## src/rtl/ifu_fetch.sv

```systemverilog
// ifu_fetch: instruction fetch stage feeding decode.
// Holds the PC, issues word fetches over a valid/ready request channel with
// in-order responses, buffers returned instructions in a DEPTH-entry FIFO and
// presents them with their PC to decode. Redirects from execute flush the FIFO
// and drop every response still in flight.
// Optional feature: define IFU_MISALIGN_CHK_EN to halt fetch on a redirect
// target with pc[1:0] != 0 (flagged on fetch_misalign); an aligned redirect
// clears it. Without the macro the raw target is fetched and the flag is 0.
module ifu_fetch #(
    parameter int              PC_W     = 64,
    parameter int              INST_W   = 32,
    parameter int              DEPTH    = 2,
    parameter logic [PC_W-1:0] RESET_PC = PC_W'(64'h8000_0000)
) (
    input  logic              clk,
    input  logic              rst_n,
    output logic              imem_req_valid,
    input  logic              imem_req_ready,
    output logic [PC_W-1:0]   imem_req_addr,
    input  logic              imem_rsp_valid,
    input  logic [INST_W-1:0] imem_rsp_data,
    output logic              inst_valid,
    input  logic              inst_ready,
    output logic [INST_W-1:0] inst,
    output logic [PC_W-1:0]   inst_pc,
    input  logic              redirect_valid,
    input  logic [PC_W-1:0]   redirect_pc,
    output logic              fetch_misalign
);

    localparam int         AW      = $clog2(DEPTH);
    localparam int         CW      = $clog2(DEPTH) + 1;
    localparam logic [CW:0] DEPTH_C = (CW+1)'(DEPTH);

    logic              run_q;
    logic [PC_W-1:0]   pc_q, pc_d;
    logic [CW-1:0]     out_cnt_q, out_cnt_d;
    logic [CW-1:0]     drop_cnt_q, drop_cnt_d;
    logic [CW-1:0]     fifo_cnt_q, fifo_cnt_d;

    // PC tags of outstanding requests, in issue order
    logic [PC_W-1:0]   tag_q [DEPTH];
    logic [AW-1:0]     tag_wr_q, tag_rd_q;

    // instruction FIFO storage
    logic [INST_W-1:0] fdata_q [DEPTH];
    logic [PC_W-1:0]   fpc_q [DEPTH];
    logic [AW-1:0]     f_wr_q, f_wr_d, f_rd_q, f_rd_d;

    // registered head presented to decode
    logic [INST_W-1:0] inst_q, inst_d;
    logic [PC_W-1:0]   inst_pc_q, inst_pc_d;

    logic              halt;
    logic              credit_ok;
    logic              req_fire;
    logic              rsp_keep;
    logic              pop;
    logic [PC_W-1:0]   rsp_tag;

`ifdef IFU_MISALIGN_CHK_EN
    logic halt_q;

    // Each redirect re-evaluates the target alignment; a misaligned one parks fetch.
    always_ff @(posedge clk or negedge rst_n) begin
        if (!rst_n) begin
            halt_q <= 1'b0;
        end else if (redirect_valid) begin
            halt_q <= |redirect_pc[1:0];
        end
    end

    assign halt           = halt_q;
    assign fetch_misalign = halt_q;
`else
    assign halt           = 1'b0;
    assign fetch_misalign = 1'b0;
`endif

    // In-flight plus buffered fetches never exceed DEPTH, so the FIFO cannot overflow.
    assign credit_ok      = ({1'b0, out_cnt_q} + {1'b0, fifo_cnt_q}) < DEPTH_C;
    assign imem_req_valid = run_q & ~redirect_valid & ~halt & credit_ok;
    assign imem_req_addr  = pc_q;
    assign req_fire       = imem_req_valid & imem_req_ready;

    // A response is kept only if it is not owed to a pre-redirect request.
    assign rsp_tag    = tag_q[tag_rd_q];
    assign rsp_keep   = imem_rsp_valid & ~redirect_valid & (drop_cnt_q == '0);

    assign inst_valid = (fifo_cnt_q != '0);
    assign pop        = inst_valid & inst_ready;
    assign inst       = inst_q;
    assign inst_pc    = inst_pc_q;

    // Next-state for PC, credit/drop counters, FIFO pointers and the decode head.
    always_comb begin
        pc_d       = pc_q;
        out_cnt_d  = out_cnt_q + CW'(req_fire) - CW'(imem_rsp_valid);
        drop_cnt_d = drop_cnt_q;
        f_rd_d     = f_rd_q + AW'(pop);
        f_wr_d     = f_wr_q + AW'(rsp_keep);
        fifo_cnt_d = fifo_cnt_q + CW'(rsp_keep) - CW'(pop);
        inst_d     = inst_q;
        inst_pc_d  = inst_pc_q;

        if (redirect_valid) begin
            pc_d = redirect_pc;
        end else if (req_fire) begin
            pc_d = pc_q + PC_W'(4);
        end

        // Everything still in flight after this cycle belongs to the old path.
        if (redirect_valid) begin
            drop_cnt_d = out_cnt_q - CW'(imem_rsp_valid);
        end else if (imem_rsp_valid && (drop_cnt_q != '0)) begin
            drop_cnt_d = drop_cnt_q - CW'(1);
        end

        // The same-cycle pop has already been honoured; the rest is discarded.
        if (redirect_valid) begin
            f_rd_d     = f_wr_q;
            fifo_cnt_d = '0;
        end

        // Head register follows the new FIFO head; when empty it keeps its last value.
        if (fifo_cnt_d != '0) begin
            if (rsp_keep && (f_rd_d == f_wr_q)) begin
                inst_d    = imem_rsp_data;
                inst_pc_d = rsp_tag;
            end else begin
                inst_d    = fdata_q[f_rd_d];
                inst_pc_d = fpc_q[f_rd_d];
            end
        end
    end

    // Control state and decode-facing head registers.
    always_ff @(posedge clk or negedge rst_n) begin
        if (!rst_n) begin
            run_q      <= 1'b0;
            pc_q       <= RESET_PC;
            out_cnt_q  <= '0;
            drop_cnt_q <= '0;
            fifo_cnt_q <= '0;
            tag_wr_q   <= '0;
            tag_rd_q   <= '0;
            f_wr_q     <= '0;
            f_rd_q     <= '0;
            inst_q     <= '0;
            inst_pc_q  <= '0;
        end else begin
            run_q      <= 1'b1;
            pc_q       <= pc_d;
            out_cnt_q  <= out_cnt_d;
            drop_cnt_q <= drop_cnt_d;
            fifo_cnt_q <= fifo_cnt_d;
            tag_wr_q   <= tag_wr_q + AW'(req_fire);
            tag_rd_q   <= tag_rd_q + AW'(imem_rsp_valid);
            f_wr_q     <= f_wr_d;
            f_rd_q     <= f_rd_d;
            inst_q     <= inst_d;
            inst_pc_q  <= inst_pc_d;
        end
    end

    // Tag and FIFO storage; contents are qualified by the pointers, so no reset.
    always_ff @(posedge clk) begin
        if (req_fire) begin
            tag_q[tag_wr_q] <= pc_q;
        end
        if (rsp_keep) begin
            fdata_q[f_wr_q] <= imem_rsp_data;
            fpc_q[f_wr_q]   <= rsp_tag;
        end
    end

endmodule

```

## config.mk

```make
export PLATFORM = sky130hd
export DESIGN_NAME = ifu_fetch
export DESIGN_NICKNAME = d
export VERILOG_FILES = /design/src/rtl/ifu_fetch.sv
export SDC_FILE = /design/constraint.sdc
export NUM_CORES = 1
export LEC_CHECK = 0
export CAP_MARGIN = 15
export CORE_MARGIN = 2
export CORE_UTILIZATION = 35
export CTS_CLUSTER_SIZE = 10
export DETAILED_ROUTE_END_ITERATION = 7
export DONT_BUFFER_PORTS = 1
export PLACE_DENSITY = 0.49
export SLEW_MARGIN = 30
export SYNTH_ARGS = -nofsm -noshare
export SYNTH_HDL_FRONTEND = slang
export SYNTH_SLANG_ARGS = --single-unit
```

## constraint.sdc

```tcl
create_clock -name clk -period 4.31 [get_ports clk]
set_clock_uncertainty 0.1 [all_clocks]
set_input_delay 0.431 -clock clk [delete_from_list [all_inputs] [get_ports clk]]
set_output_delay 0.431 -clock clk [all_outputs]
set_load 0.02 [all_outputs]
```

==> results of run 1 <==
## path summary, 6_finish.rpt
path | depth (start not counted) | startpoint | to
worst max-delay path | 11 | fifo_cnt_q[0] | imem_req_addr[47]
worst min-delay path | 0 | rst_n | inst[3]
worst max register to register | 11 | fifo_cnt_q[0] | imem_req_addr[47]
worst min register to register | 1 | out_cnt_q[0] | out_cnt_q[0]
max in group asynchronous | 0 | rst_n | tag_rd_q
min in group clk | 3 | redirect_valid | imem_req_addr[31]
## critical path, delay by kind of cell (launching register included)
family / cells / cell delay (ns)
flops: 1 / 0.41
compound gates: 2 / 0.26
simple gates: 4 / 0.68
fa+ha+maj: 1 / 0.50
buf+inv: 4 / 1.12
## layout by cell type (no fill, tap or decap), types with 16 or more instances in the layout
| cell type | Yosys | routed |
|---|---|---|
| o21ai_0 | 123 | 123 |
| dlygate4sd3_1 | 0 | 96 |
| clkbuf_16 | 0 | 58 |
| o311ai_0 | 16 | 16 |
| and3_1 | 25 | 25 |
| nand3_1 | 45 | 45 |
| a31oi_1 | 16 | 16 |
| mux2i_1 | 99 | 99 |
| mux2_2 | 162 | 162 |
| dfrtp_1 | 170 | 169 |
| nand4_1 | 18 | 18 |
| nor2_1 | 28 | 26 |
| nand2_1 | 168 | 167 |
| clkbuf_1 | 52 | 39 |
| edfxtp_1 | 320 | 320 |
| inv_1 | 17 | 17 |
## power by group
part           internal [µW]  leakage [µW]  switching (µW)
Clock                   2580      0.000805            1860
Sequential              6070       0.00499            1440
Combinational           1680       0.00360            2160
## stage by stage
| stage | std cells | worst slack, ns | utilization (%) | hold slack (ns) | power (µW) |
|---|---|---|---|---|---|
| after floorplan | 1461 | -0.272 | - | 0.0354 | 10100 |
| after global placement | 2165 | 1.07 | 37.1 | 0.0420 | 11300 |
| after detailed placement | 2168 | 1.12 | 37.2 | 0.0412 | 11500 |
| after CTS | 2369 | 1.08 | 41.8 | -0.625 | 16100 |
| after global routing | 2369 | 0.863 | 41.8 | -0.621 | 16800 |
| final | 2370 | 1.10 | 41.9 | -0.570 | 15800 |
## cell type report
class | instances | area (µm²)
inverters | 18 | 67.6
repair buffers | 122 | 1310
flip-flops and latches | 491 | 13900
well taps | 765 | 957
multi-input cells | 869 | 6320
clock inverters | 2 | 20.0
clock buffers | 102 | 1670
diodes | 1 | 2.50
fillers | 5374 | 33700
## state kept, by name (all words and copies together), names as in the netlist
register	flops
inst	32
out_cnt_q	2
f_rd_q	1
tag_wr_q	1
fifo_cnt_q	2
f_wr_q	1
tag_q	128
fpc_q	128
inst_pc	64
imem_req_addr	64
tag_rd_q	1
drop_cnt_q	2
run_q	1
fdata_q	64
## metal layers
metal  GRT usage, %  vias up
met5              0        -
met4           4.84        4
met3           5.69       88
met2           29.8      372
met1           23.6     6282
li1               -     5714
## kinds of logic (layout without fill, tap and decap cells)
logic type	after synthesis	in the layout
other cells	2	3
fa+ha+maj	12	12
simple gates	347	347
compound gates	235	235
mux	262	262
buf+inv	101	244
flops	491	491
xor+xnor	11	11
==> results.md, run 1 <==
* Area Growth Syn to Fin at 17.9%
* Via density per instance at 5.26
* Initial DRC count at 792
* DRT met1 WL at 23600 µm
* CTS resizes at 0
* Worst-path clk slew at 0.06 ns
* Nature of the critical path startpoint: flip-flop
* Worst path required time at 4.69 ns
* # nets final at 1673
* Gpl congestion at 0.792
* Mean area per synthesized cell at 14.1 µm²
* Distinct cell type count after synthesis at 63
* Share of the synthesized area in the top cell type at 46.8%
* Vias in the first global route at 12800
* Failing checks: negative hold slack
* Clock Path Buffers at 3
* Die width at 246 µm
* Worst Tran Pin Value at 0.929 ns
* Largest family of logic cells by synthesized area: multiplexers
* Final critical-path share of the clock period at 74.4%
* Register area share after synthesis at 67.6%
* Status: finished with violations
* Core Region at 57900 µm²
* Total gr overflow at 0
* Xor-xnor portion of the synthesized cell area at 0.469%
* Cell accounting for the most synthesized area: edfxtp_1
* Num CTS Buffers at 57
* Antenna viol nets, final at 0
* Crit path DAT at 3.58 ns
* Met2 Wirelength at 26000 µm
* Fin Setup TNS at 0 ns
* CTS tree: built
* Postcts setup bufs at 0
* First-pass GRT wire length at 83200 µm
* Adder-Cell Fraction of Synth Area at 0.767%
* Power density over the cells at 651 nW/µm²
* R2R setup slack at 1.10 ns
* Clk_lat worst skew at 0.60 ns
* Max-slew violations at 0
* DRT Pass-1 Iters at 5
* DRC violation count after routing at 0
* Die ar. at 60700 µm²
* Ys async rst share at 34.8%
* Post-synthesis cell area at 20600 µm²
* Top cells by area, synth: edfxtp_1 (47%), dfrtp_1 (21%), mux2_2 (8.9%), mux2i_1 (4.8%), nand2_1 (3.1%)
* CP most frequent cell: buf_4
* Synth Warn # at 0
* Met3 routed WL at 4310 µm
* Max VDD drop at 861 µV
* Root buffer cell: clkbuf_16
* Classification of the worst-slack hold path: input pin to async pin
* RSZ-0062 raised after global routing: false
* Post-CTS Hold Buffers at 97
* Critical path's largest stage delay at 0.50 ns
* Htree depth at 2
* Commonest cells post-synth: edfxtp_1 (320), dfrtp_1 (170), nand2_1 (168), mux2_2 (162), o21ai_0 (123)
* I/O Pins at 265
* Ys flop type: edfxtp_1
* Leak at 0.00940 µW
* Clock Sinks at 491
* Largest net degree at the start of global routing at 172
* Slew HR at 37.8%
* Crit end category: flip-flop
* I/O Buffers at 0
* Max Cap Viol at 0
* Synth Area in Compound Gates at 6.94%
* Final hold violation count at 171
* Std-Cell Rows at 88
* Starting density of the core at 35.5%
* Post-synthesis mux area share at 13.8%
* Kind of critical path: flip-flop to flip-flop
* Post-DR wirelength/cell at 23.3 µm
* Synth Register Bits at 491
* Synth Net Count at 1575
* Detailed Place HPWL at 34600 µm
* WHS at -0.570 ns
* Cell count after synthesis at 1461
* Slowest CP cell: fa_1
* Initial antenna violation count at 3
* Simple logic cell fraction of the synthesized area at 8.30%
* Post-synth EDFFs at 320
* Most frequent cell after synthesis: edfxtp_1
* Post-route cell area at 24200 µm²
* Total GRT Usage at 18.3%
* Final WL at 55200 µm
* Vert. Die Dim at 246 µm
* Layout cells sized above 1 at 17.2%
* Fmax at 0.312 GHz
* Top routing layer in use: met5
* Vias at 12500
* Tmin final at 3.21 ns
* Crit Path Max Fanout at 13
* Cell Area, Placed at 21600 µm²
* Final Setup Violations at 0
* Crit path cell chain: and2_1 > fa_1 > nor4b_2 > buf_4 > nand2_2 > clkinv_1 > buf_4 > nor2_4 > buf_4 > o21ai_0 > o311ai_0
(Power assumes the default switching activity.)
==> run 2, diff against run 1 <==
- clock period: 4.31 -> 2.65 ns (I/O delays scaled with it)
==> results.md, run 2 (same netlist as run 1, synthesis figures left out) <==
* Slew HR at 38.6% (+0.88 points)
* Vias in the first global route at 13300 (+4.2%)
* Largest regs: fpc_q x128, tag_q x128
* Cell Area, Placed at 22300 µm² (+3.5%)
* Die ar. at 60700 µm² (unchanged)
* Total gr overflow at 0 (unchanged)
* Worst-path clk slew at 0.06 ns (about the same)
* CTS tree: built
* Core Region at 57900 µm² (unchanged)
* Clock Sinks at 491 (unchanged)
* Commonest non-fill, non-tap cell in the layout: edfxtp_1
* Fin Setup TNS at -0.0377 ns (-0.0377 ns)
* Worst Tran Pin Value at 0.917 ns (-0.0112 ns)
* RSZ-0062 raised after global routing: true
* Antenna viol nets, final at 0 (unchanged)
* Final critical-path share of the clock period at 101% (+26 points)
* Max-slew violations at 0 (unchanged)
* Detailed Place HPWL at 36200 µm (+4.6%)
* Vias at 13100 (+5.2%)
* Std-Cell Rows at 88 (unchanged)
* Tmin final at 2.67 ns (-0.537 ns)
* Failing checks: negative hold slack, negative setup slack
* Gpl congestion at 0.798 (+0.81%)
* First-pass GRT wire length at 83400 µm (+0.22%)
* Initial DRC count at 806 (+1.8%)
* Post-route cell area at 25800 µm² (+6.2%)
* DRC violation count after routing at 0 (unchanged)
* Die width at 246 µm (unchanged)
* Vert. Die Dim at 246 µm (unchanged)
* CP most frequent cell: buf_6
* Critical path's largest stage delay at 0.49 ns (about the same)
* Largest net degree at the start of global routing at 172 (unchanged)
* Max Cap Viol at 0 (unchanged)
* Status: finished with violations
* # nets final at 1805 (+7.9%)
* Power density over the cells at 1050 nW/µm² (+61%)
* Setup WS post-layout at -0.0201 ns (-1.12 ns)
* Final WL at 58100 µm (+5.3%)
* Final Setup Violations at 3 (+3)
* Reg2reg start: out_cnt_q[0]
* Slowest CP cell: fa_1
* Root buffer cell: clkbuf_16
* Via density per instance at 5.23 (-0.54%)
* Kind of critical path: flip-flop to flip-flop
* Fmax at 0.375 GHz (+20%)
* R2R setup slack at -0.02 ns (-1.12 ns)
* WHS at -0.747 ns (-0.177 ns)
* DRT Pass-1 Iters at 5 (unchanged)
* Initial antenna violation count at 6 (+3)
* Final hold violation count at 171 (unchanged)
* Crit path cell chain: and2_4 > fa_1 > nor4b_4 > nand2_4 > buf_6 > or3_4 > buf_6 > o311ai_1
* Leak at 0.0102 µW (+8.1%)
* I/O Buffers at 0 (unchanged)
* Clk_lat worst skew at 0.62 ns (+0.02 ns)
* Starting density of the core at 35.5% (unchanged)
* Post-DR wirelength/cell at 23.2 µm (-0.49%)
* Htree depth at 2 (unchanged)
* Crit path DAT at 3.07 ns (-0.51 ns)
* Stages on the worst setup path at 8 (-3)
* Nature of the critical path startpoint: flip-flop
* Total GRT Usage at 18.2% (-0.099 points)
* Area Growth Syn to Fin at 25.3%
* Power, Total at 27000 µW (+71%)
* Top delay family on crit path: simple AND/OR/NAND/NOR gates
* Crit Path Max Fanout at 7 (-6)
* Num CTS Buffers at 57 (unchanged)
* Max VDD drop at 864 µV (+0.30%)
* Layout cells sized above 1 at 22.3% (+5.1 points)
* Worst path bufs/invs at 2 (-2)
* Commonest cells after routing, fill and taps aside: edfxtp_1 (320), dfrtp_1 (169), nand2_1 (165), mux2_2 (162), dlygate4sd3_1 (136)
* Worst path required time at 3.05 ns (-1.64 ns)
* Clock Path Buffers at 3 (unchanged)
* I/O Pins at 265 (unchanged)
* Crit end category: flip-flop
* R2R depth at 8 (-3)
* Classification of the worst-slack hold path: input pin to async pin
* Reg-to-Reg End: imem_req_addr[20]
[run 2: worst max path at each step]
stage | from | endpoint
after CTS | out_cnt_q[0] | imem_req_addr[29]
final | out_cnt_q[0] | imem_req_addr[20]
after global routing | out_cnt_q[0] | imem_req_addr[24]
after floorplan | drop_cnt_q[0] | fdata_q[0][0]
after detailed placement | out_cnt_q[0] | imem_req_addr[24]
after global placement | out_cnt_q[0] | imem_req_addr[26]
[run 2: cell type report]
cell class                      count  area, µm²
Clock buffer                      101       1660
Tap cell                          765        957
Fill cell                        5286      32200
Antenna cell                        4       10.0
Sequential cell                   491      13900
Timing Repair Buffer              253       2630
Clock inverter                      5       52.6
Multi-Input combinational cell    870       6470
Inverter                           18       72.6
[run 2: worst reg2reg max path, stage by stage, from the launching register on]
cell      delay, ns
dfrtp_1        0.37
and2_4         0.16
fa_1           0.49
nor4b_4        0.37
nand2_4        0.15
buf_6          0.14
or3_4          0.42
buf_6          0.15
o311ai_1       0.21
[run 2: metrics by stage]
step                      setup WS (ns)  util [%]  cells
after detailed placement        -0.0672      38.5   2245
after CTS                       -0.0505      43.7   2480
after floorplan                  -0.969         -   1461
final                           -0.0201      44.5   2507
after global routing            -0.0947      44.5   2506
after global placement          -0.0150      38.5   2245
[run 2: routing by layer]
| metal | routed length [µm] | vias to the layer above | global-route usage [%] |
|---|---|---|---|
| met5 | 32 | - | 0 |
| met4 | 1270 | 6 | 5.00 |
| met3 | 4390 | 93 | 5.51 |
| met2 | 27000 | 374 | 29.2 |
| met1 | 25400 | 6652 | 23.8 |
| li1 | - | 5984 | - |
[run 2: where the power goes]
part           switching, µW  internal [µW]  total, µW
clock network           3040           4300       7340
logic                   4370           3610       7990
registers               1850           9870      11700
[run 2: what timing repair did]
item,4_1_cts,5_1_grt
setup buffers,0,9
gates resized for setup,2,28
cloned,0,6
endpoints found under the setup margin,12,80
pin swaps,0,11
endpoints found under the hold margin,339,207
hold buffers,129,8
==> run 3, diff against run 2 <==
- CTS_BUF_LIST: not set -> sky130_fd_sc_hd__clkbuf_16
==> results.md, run 3 (same netlist as run 1, synthesis figures left out) <==
* Final WL at 58100 µm (about the same)
* Final critical-path share of the clock period at 101% (+0.25 points)
* Total gr overflow at 0 (unchanged)
* R2R setup slack at -0.03 ns (about the same)
* Worst-path clk slew at 0.06 ns (about the same)
* Root buffer cell: clkbuf_16
* Htree depth at 2 (unchanged)
* Fin Setup TNS at -0.0595 ns (-0.0218 ns)
* Worst Tran Pin Value at 0.901 ns (-0.0167 ns)
* Power density over the cells at 1040 nW/µm² (-0.78%)
* Initial DRC count at 810 (+0.50%)
* Slew HR at 39.8% (+1.1 points)
* Clock Path Buffers at 3 (unchanged)
* DRT Pass-1 Iters at 5 (unchanged)
* Largest net degree at the start of global routing at 172 (unchanged)
* Place WS at -0.0672 ns (unchanged)
* First-pass GRT wire length at 83300 µm (about the same)
* Tmin final at 2.68 ns (+0.00658 ns)
* Reg-to-Reg End: imem_req_addr[20]
* Vias at 13100 (+0.14%)
* Fmax at 0.374 GHz (-0.25%)
* DRC violation count after routing at 0 (unchanged)
* CTS tree: built
* Total GRT Usage at 18.2% (about the same)
* Via density per instance at 5.23 (about the same)
* Clk_lat worst skew at 0.62 ns (about the same)
* Cell Count, Final, Fillers Out at 2508 (+0.040%)
* R2R depth at 8 (unchanged)
* Core Region at 57900 µm² (unchanged)
* Initial antenna violation count at 6 (unchanged)
* Nature of the critical path startpoint: flip-flop
* Status: finished with violations
* Detailed Place HPWL at 36200 µm (unchanged)
* Crit end category: flip-flop
* Classification of the worst-slack hold path: input pin to async pin
* Die ar. at 60700 µm² (unchanged)
* # nets final at 1805 (unchanged)
* Reg2reg start: out_cnt_q[0]
* Vias in the first global route at 13300 (-0.075%)
* Final hold violation count at 171 (unchanged)
* Kind of critical path: flip-flop to flip-flop
* I/O Buffers at 0 (unchanged)
* Max VDD drop at 866 µV (+0.24%)
* Gpl congestion at 0.798 (unchanged)
* Commonest non-fill, non-tap cell in the layout: edfxtp_1
* Die width at 246 µm (unchanged)
* Max Cap Viol at 0 (unchanged)
* Starting density of the core at 35.5% (unchanged)
* Crit Path Max Fanout at 7 (unchanged)
* I/O Pins at 265 (unchanged)
* Placed insts at 2245 (unchanged)
* Area Growth Syn to Fin at 25.2%
* Std-Cell Rows at 88 (unchanged)
* Commonest cells after routing, fill and taps aside: edfxtp_1 (320), dfrtp_1 (169), nand2_1 (165), mux2_2 (162), dlygate4sd3_1 (136)
* Worst path required time at 3.05 ns (about the same)
* WHS at -0.745 ns (+0.00238 ns)
* RSZ-0062 raised after global routing: true
* Setup WS post-layout at -0.0266 ns (-0.00658 ns)
* Layout cells sized above 1 at 22.1% (-0.17 points)
* Max-slew violations at 0 (unchanged)
* Failing checks: negative hold slack, negative setup slack
* Vert. Die Dim at 246 µm (unchanged)
* Antenna viol nets, final at 0 (unchanged)
* Largest regs: fpc_q x128, tag_q x128
* Post-layout util at 44.4% (-0.048 points)
* Clock Sinks at 491 (unchanged)
* Final Setup Violations at 3 (unchanged)
* Crit path DAT at 3.07 ns (about the same)
* Leak at 0.0103 µW (+1.4%)
* Post-DR wirelength/cell at 23.2 µm (about the same)
* Num CTS Buffers at 57 (unchanged)
[run 3: metrics by stage]
step	area (µm²)	power, µW
after floorplan	20700	16600
after global routing	25700	28300
after detailed placement	22300	19200
after global placement	22300	19000
final	25700	26800
after CTS	25300	26600
[run 3: final cells by class]
type / instances / area, µm²
well taps: 765 / 957
flip-flops and latches: 491 / 13900
clock buffers: 59 / 1480
repair buffers: 253 / 2630
inverters: 18 / 72.6
clock inverters: 47 / 210
diodes: 5 / 12.5
multi-input cells: 870 / 6470
fillers: 5287 / 32200
[run 3: power breakdown]
| group | switching (µW) | total, µW | internal, µW |
|---|---|---|---|
| Sequential | 1840 | 11700 | 9870 |
| Clock | 3040 | 7100 | 4060 |
| Combinational | 4380 | 7990 | 3610 |
| Total | 9260 | 26800 | 17500 |
[run 3: critical path: stages, from the launching register on]
cell and delay [ns]:
dfrtp_1 0.37, and2_4 0.16, fa_1 0.49, nor4b_4 0.37, nand2_4 0.15, buf_6 0.14, or3_4 0.43, buf_6 0.15
o311ai_1 0.21
[run 3: worst max-delay path by stage]
| stage | startpoint | to | slack (ns) | cells after the start |
|---|---|---|---|---|
| finish | out_cnt_q[0] | imem_req_addr[20] | -0.03 | 8 |
| detailed placement | out_cnt_q[0] | imem_req_addr[24] | -0.07 | 7 |
| global route | out_cnt_q[0] | imem_req_addr[24] | -0.09 | 8 |
| CTS | out_cnt_q[0] | imem_req_addr[29] | -0.05 | 8 |
| global placement | out_cnt_q[0] | imem_req_addr[26] | -0.02 | 7 |
| floorplan | drop_cnt_q[0] | fdata_q[0][0] | -0.97 | 5 |
[run 3: metal layers]
metal,GRT usage (%),vias up,share of wire [%]
li1,-,5986,-
met1,23.8,6653,44
met2,29.2,392,47
met3,5.51,92,7.6
met4,5.00,4,2.2
met5,0,-,0.031
[run 3: what timing repair did]
| action | CTS | global route |
|---|---|---|
| gates resized for setup | 2 | 28 |
| hold buffers | 129 | 8 |
| cloned | 0 | 6 |
| pin swaps | 0 | 11 |
| hold endpoints to repair | 339 | 207 |
| buffers inserted | 0 | 9 |
| setup endpoints to repair | 12 | 80 |
